`config.mk`:
```
export PLATFORM = sky130hd
export DESIGN_NAME = sevseg_scan_decoder
export DESIGN_NICKNAME = d
export VERILOG_FILES = /design/src/rtl/sevseg_scan_decoder.sv
export SDC_FILE = /design/constraint.sdc
export NUM_CORES = 1
export LEC_CHECK = 0
export CAP_MARGIN = 20
export CORE_ASPECT_RATIO = 1.25
export CORE_MARGIN = 2
export CORE_UTILIZATION = 49
export CTS_CLUSTER_SIZE = 28
export DETAILED_ROUTE_END_ITERATION = 8
export GPL_TIMING_DRIVEN = 0
export PLACE_DENSITY = 0.84
export REMOVE_ABC_BUFFERS = 1
export SYNTH_ARGS = -nofsm -noshare
export SYNTH_HDL_FRONTEND = slang
export SYNTH_SLANG_ARGS = --single-unit
export TNS_END_PERCENT = 10
```
`constraint.sdc`:
```
create_clock -name clk -period 2.3 [get_ports clk]
set_clock_uncertainty 0.1 [all_clocks]
set_input_delay 0.46 -clock clk [delete_from_list [all_inputs] [get_ports clk]]
set_output_delay 0.46 -clock clk [all_outputs]
set_load 0.1 [all_outputs]
```
`src/rtl/sevseg_scan_decoder.sv`:
```
// sevseg_scan_decoder: samples a scanned an/seg bus, demultiplexes four digits and decodes them to hex
module sevseg_scan_decoder #(
  parameter int unsigned SETTLE_CYCLES = 1
) (
  input  logic        clk,
  input  logic        rst_n,
  input  logic [3:0]  an_in,
  input  logic [7:0]  seg_in,
  output logic [31:0] digits_raw,
  output logic [15:0] digits_hex,
  output logic [3:0]  hex_valid,
  output logic [3:0]  dp_lit,
  output logic        frame_done,
  output logic        scan_error
);
  logic [3:0] s1_an, s2_an, seen, hit;
  logic [7:0] s1_seg, s2_seg, run, run_next;
  logic [7:0] digit [4];
  logic       prev_valid, accept, onehot, blank;
  function automatic logic [4:0] decode(input logic [6:0] p);
    case (p)
      7'h40: decode = 5'h10;
      7'h79: decode = 5'h11;
      7'h24: decode = 5'h12;
      7'h30: decode = 5'h13;
      7'h19: decode = 5'h14;
      7'h12: decode = 5'h15;
      7'h02: decode = 5'h16;
      7'h78: decode = 5'h17;
      7'h00: decode = 5'h18;
      7'h10: decode = 5'h19;
      7'h08: decode = 5'h1A;
      7'h03: decode = 5'h1B;
      7'h46: decode = 5'h1C;
      7'h21: decode = 5'h1D;
      7'h06: decode = 5'h1E;
      7'h0E: decode = 5'h1F;
      default: decode = 5'h00;
    endcase
  endfunction
  // accept fires only on the cycle the run first reaches the threshold, so a long dwell writes once
  always_comb begin
    run_next = (prev_valid && {s1_an, s1_seg} == {s2_an, s2_seg}) ? ((run == 8'hFF) ? 8'hFF : run + 8'd1) : 8'd1;
    accept   = run_next == 8'(SETTLE_CYCLES);
    hit      = ~s1_an;
    onehot   = s1_an inside {4'b1110, 4'b1101, 4'b1011, 4'b0111};
    blank    = s1_an == 4'hF;
  end
  always_ff @(posedge clk or negedge rst_n) begin
    if (!rst_n) begin
      s1_an      <= 4'hF;
      s1_seg     <= 8'hFF;
      s2_an      <= 4'hF;
      s2_seg     <= 8'hFF;
      run        <= 8'd0;
      prev_valid <= 1'b0;
      seen       <= 4'h0;
      frame_done <= 1'b0;
      scan_error <= 1'b0;
      for (int i = 0; i < 4; i++) digit[i] <= 8'hFF;
    end else begin
      s1_an      <= an_in;
      s1_seg     <= seg_in;
      s2_an      <= s1_an;
      s2_seg     <= s1_seg;
      run        <= run_next;
      prev_valid <= 1'b1;
      frame_done <= 1'b0;
      scan_error <= 1'b0;
      if (accept && onehot) begin
        for (int i = 0; i < 4; i++) if (hit[i]) digit[i] <= s1_seg;
        if ((seen | hit) == 4'hF) begin
          frame_done <= 1'b1;
          seen       <= 4'h0;
        end else seen <= seen | hit;
      end else if (accept && !blank) begin
        scan_error <= 1'b1;
        seen       <= 4'h0;
      end
    end
  end
  for (genvar g = 0; g < 4; g++) begin : g_digit
    assign digits_raw[8*g +: 8]              = digit[g];
    assign dp_lit[g]                         = ~digit[g][7];
    assign {hex_valid[g], digits_hex[4*g +: 4]} = decode(digit[g][6:0]);
  end
endmodule
```
## Word level (Yosys, flattened, before mapping)

Cells that the tools add are included.

| storage, ports and cells | value |
|---|---|
| bits in registers | 71 |
| bits in latches | 0 |
| RAM bits | 0 |
| ROM bits | 0 |
| output and inout bits | 58 |
| memories kept | 0 |

| operators by class | value |
|---|---|
| add/subtract/negate cells | 1 |
| multipliers | 0 |
| divide/modulo/power cells | 0 |
| magnitude comparators | 0 |
| equal/unequal tests | 69 |
| shifts and indexed selects | 0 |
| muxes and demuxes | 13 |
| bitwise logic cells | 6 |
| reductions and logical operators | 14 |

Operators with widths:

| operator | number |
|---|---|
| 5-bit case mux with 16 select lines | 4 |
| 7-bit == test (second input constant) | 16 |
| 7-bit by 5-bit == test with 1-bit output (second input constant) | 12 |
| 7-bit by 6-bit == test with 1-bit output (second input constant) | 12 |
| 7-bit by 2-bit == test with 1-bit output (second input constant) | 8 |
| 7-bit by 4-bit == test with 1-bit output (second input constant) | 8 |
| 7-bit by 3-bit == test with 1-bit output (second input constant) | 4 |
| 7-bit zero test | 4 |
| 4-bit == test (second input constant) | 5 |
| 8-bit two-way mux | 2 |
| 12-bit == test | 1 |
| 4-bit two-way mux | 3 |
| 8-bit by 1-bit adder with 8-bit output (second input constant) | 1 |
| 8-bit by 1-bit == test with 1-bit output (second input constant) | 1 |
| 8-bit == test (second input constant) | 1 |
| 2-bit AND reduction | 4 |
| 4-bit by 3-bit == test with 1-bit output (second input constant) | 1 |
| 1-bit two-way mux | 4 |
| 1-bit inverter | 4 |
| 4-bit inverter | 1 |
| 4-bit bitwise OR | 1 |
| 4-bit nonzero test | 1 |
| 1-bit logical AND | 3 |
| 2-bit nonzero test | 1 |
| 1-bit zero test | 1 |

## Depth between registers and ports, before layout

| depth | value |
|---|---|
| depth in word-level cells | 7 |
| gate-level depth with buffers | 7 |
| mapped depth without buffers | 6 |

## Worst setup path before layout

No wires, ideal clock.

| timing | value |
|---|---|
| kind | register to output |
| from | register digit (netlist bit digits_raw[17]) |
| to | output port hex_valid[2] |
| arrival | 5495 ps |
| required time | 1740 ps |
| slack | -3755 ps |
| cell stages (with the launch flop) | 7 |
| path through | dfstp_2 clkbuf_1 nand3b_1 o21ai_0 a21oi_1 o41ai_1 nand4b_1 |

| on the way | value |
|---|---|
| cells in the longest elaborated chain, start to end | 2 |

Ends and longest elaborated chain:

| item | RTL line | source |
|---|---|---|
| start, declared | 18 | `logic [7:0] digit [4];` |
| 7-bit by 4-bit == test with 1-bit output, or another cell as far along | 21 | `case (p)` |
| 5-bit case mux with 16 select lines (*) | 21 |  |
| end, declared | 11 | `output logic [3:0] hex_valid,` |

Mark *: on every way between the ends. The rest lies on a longest branch, timed or not.

## Final worst setup path

| timing | value |
|---|---|
| from | register digit (netlist bit digits_raw[6]) |
| to | output port digits_hex[2] |

| on the way | value |
|---|---|
| cells in the longest elaborated chain, start to end | 2 |

Ends and longest elaborated chain:

| item | RTL line | source |
|---|---|---|
| 7-bit by 4-bit == test with 1-bit output, or another cell as far along | 21 |  |
| 5-bit case mux with 16 select lines (*) | 21 |  |
| end, declared | 10 | `output logic [15:0] digits_hex,` |

Marked as above.

==> impl_results.md <==
* Worst skew pair latency at 0.34 ns
* Combinational power share at 0.570
* Internal power at 3.46 mW
* Final nets at 558
* Main synth FF type: dfstp_2
* Dpl ws at -1.30 ns
* R2R depth at 7
* Cell Pwr Density at 1130 mW/mm²
* Ports at 72
* Critical path's slowest cell: dfstp_2
* Post-synth EDFFs at 0
* Critical path startpoint category: flop
* # port buffers at 71
* Fraction of registers with async set/reset at 1.00
* Required time worst endpoint at 1.74 ns
* Clock sink count at 71
* FF+latch count, synth at 71
* Cts bufs inserted at 9
* Fill cell count at 572
* Share of cells above drive strength 1 at 0.522
* Post-Syn Area per Cell at 10.2 µm²
* Worst setup startpoint: digits_raw[6]$_DFFE_PN1P_
* Met3 Use GR at 0.0326
* Area Overhead vs Synth at 40.8%
* Fin cells at 668
* RD Place Congestion at 0.944
* Vias in the first global route at 3804
* Rows at 38
* Synthesized cell area at 0.00433 mm²
* Post-route clock period utilization at 1.17
* Count of cell types in the netlist at 66
* Chip width at 88.1 µm
* Max-cap violations at 0
* GR Util met2 at 0.437
* Final Hold Fails at 0
* Dpl cells at 584
* CP endpoint: digits_hex[2]
* Final Max Tran Viols at 0
* Register area share after synthesis at 0.426
* Final Util at 0.705
* Reg-to-Reg End: digits_raw[29]$_DFFE_PN1P_
* Status: finished, violations left
* Sw Ratio at 0.499
* RSZ-0062 raised after global routing: yes
* GR Util met1 at 0.302
* Ordered cell list for the critical path: nor4bb_4 -> a22oi_2 -> o31ai_2 -> buf_4 -> nand2b_1 -> buf_12
* Starting density of the core at 0.501
* Global-route usage over all layers at 0.246
* Arr. time, crit path at 2.13 ns
* Pleak at 2.45 nW
* Worst hold slack at 0.0988 ns
* CP Max Fanout at 7
* Iteration-0 DRC Markers at 380
* Final antenna-violating net count at 0
* Detail Placement HPWL at 6.24 mm
* Setup Viol. Count Final at 53
* Failing checks: setup timing
* Max clock buf depth at 2
* Fmax at 0.371 GHz
* Drt drc at 0
* Worst Setup End Kind: primary output
* Cell count after synthesis at 423
* Clock Pin Slew Worst Setup and Hold Paths at 0.07 ns
* Register share of total power at 0.269
* Final setup margin at -0.393 ns
* Worst rel slew slack at 0.277
* Hold-fix buffers at CTS at 0
* Fin area at 0.00610 mm²
* Clk root buf: clkbuf_8
* Critical Path Max Stage Delay at 0.59 ns
* Die area at 0.00961 mm²
* Number of antenna violations at the first check in global routing at 0
* Commonest non-fill, non-tap cell in the layout: buf_4
* Commonest non-fill, non-tap cells in the layout: buf_4 (59), dfstp_2 (54), mux2_2 (33)
* Synth top area share at 0.340
* Worst-margin pin slew at 1.06 ns
* Drt total wl at 12.1 mm
* First-pass GRT wire length at 18.6 mm
* Clock share of power at 0.161
* Leading area contributor after synthesis: dfstp_2
* WL/cell at 18.1 µm
* Antenna cells at 0
* Top post-synthesis cells by area: dfstp_2 (34%), dfrtp_1 (8.7%), mux2_2 (8.6%)
* Dpl cell area at 0.00493 mm²
* Vias after detailed routing at 4005
* Crit path time final at 2.69 ns
* Remaining Overflow, GRT at 0
* Core Footprint at 0.00865 mm²
* Setup CP Type: flop to primary output
* Synth warn at 0
* Htree depth at 3
* Worst Hold Class: input port to asynchronous set/reset pin
* Reg2Reg Setup Slack at -0.23 ns
* Pre-Repair DR Iteration Count at 5
* CTS tree: yes
* Peak VDD IR at 0.629 mV
* Vias per std cell at 6.00
* Most used routing layer: met2
* Die H at 109 µm
* Net switching power figure at 3.45 mW
* R2R Path Start: run[0]$_DFF_PN0_
* Largest net degree at the start of global routing at 72
==> timing repair <==
item / CTS / global route
gates resized for setup: 286 / 67
setup endpoints to repair: 96 / 67
setup buffers: 44 / 24
hold endpoints to repair: 0 / 0
pin swaps: 14 / 14
==> cells in the mapped netlist (3+ instances only) <==
library cell / instances
o21ai_0: 24
a21oi_1: 19
o211ai_1: 4
clkbuf_8: 14
nand2_1: 24
mux2_2: 33
o31ai_1: 3
nand2b_1: 8
and3_1: 3
a211oi_4: 3
a22oi_1: 3
nand4b_1: 4
nor2_1: 24
a211oi_1: 6
nor3b_1: 4
a31oi_1: 5
nand3_1: 21
xnor2_1: 14
nand4_1: 8
xor2_1: 4
dfstp_2: 56
dfrtp_1: 15
nor2b_1: 10
clkbuf_1: 12
nand3b_1: 5
o22ai_1: 4
nor3_1: 17
a32o_1: 3
o32ai_1: 3
a21o_1: 5
inv_1: 17
==> metrics by stage <==
| step | setup TNS, ns | power (mW) |
|---|---|---|
| 2_1_floorplan | -30.70 | 4.32 |
| 4_1_cts | -10.84 | 6.53 |
| 3_5_place_dp | -33.66 | 5.02 |
| 6_report | -11.21 | 6.91 |
| 3_3_place_gp | -90.54 | 4.98 |
| 5_1_grt | -16.86 | 7.17 |
==> state kept, by name, summed over array words and instances (netlist names) <==
| signal | flops |
|---|---|
| digits_raw | 32 |
| run | 8 |
| s1_seg | 8 |
| s2_seg | 8 |
| s1_an | 4 |
| s2_an | 4 |
| seen | 4 |
| frame_done | 1 |
| prev_valid | 1 |
| scan_error | 1 |
==> worst max-delay path: cells and delay by family, from the launching register on <==
family                 cells  cell delay (ns)
flip-flops                 1             0.59
AND/OR/NAND/NOR            2             0.48
AO/OA/AOI/OAI              2             0.36
buffers and inverters      2             0.35
==> final cells by class <==
cell class                      count  area [µm²]  area share
Multi-Input combinational cell    305        2440       0.401
Sequential cell                    71        1850       0.304
Timing Repair Buffer              139        1360       0.223
Clock buffer                       13         159      0.0261
Tap cell                          120         150      0.0246
Clock inverter                      3        65.1      0.0107
Inverter                           17        63.8      0.0105
==> power by group through the flow <==
stage / clock (mW) / combinational, mW / sequential, mW
6_report: 1.11 / 3.94 / 1.86
5_1_grt: 1.18 / 4.10 / 1.89
4_1_cts: 1.13 / 3.54 / 1.86
3_5_place_dp: 0 / 3.03 / 1.99
3_3_place_gp: 0 / 3.01 / 1.98
2_1_floorplan: 0 / 1.45 / 2.87
==> layer usage <==
metal  routed length (µm)  up-vias  part of all wire
met2                 6540      162              0.54
met5                    0        -                 0
met1                 4730     2008              0.39
met4                  323        0             0.027
li1                     -     1799                 -
met3                  515       36             0.043
==> cells by family after synthesis <==
| group | Yosys count | share of synthesized area |
|---|---|---|
| mux | 35 | 0.0904 |
| compound gates | 103 | 0.177 |
| buf+inv | 47 | 0.0757 |
| simple gates | 147 | 0.190 |
| xor+xnor | 18 | 0.0364 |
| flops | 71 | 0.426 |
| fa+ha+maj | 1 | 0.00289 |
| other cells | 1 | 0.000866 |
==> how the worst min path moves through the flow <==
stage / startpoint / endpoint / slack, ns / cells past startpoint
finish: rst_n / seen[1]$_DFFE_PN0P_ / 0.1 / 1
detailed placement: s1_seg[5]$_DFF_PN1_ / s2_seg[5]$_DFF_PN1_ / 0.30 / 0
global placement: s1_seg[1]$_DFF_PN1_ / s2_seg[1]$_DFF_PN1_ / 0.30 / 0
global route: rst_n / scan_error$_DFF_PN0_ / 0.18 / 1
CTS: rst_n / scan_error$_DFF_PN0_ / 0.14 / 1
floorplan: rst_n / frame_done$_DFF_PN0_ / 0.06 / 0
(Power assumes the default switching activity.)
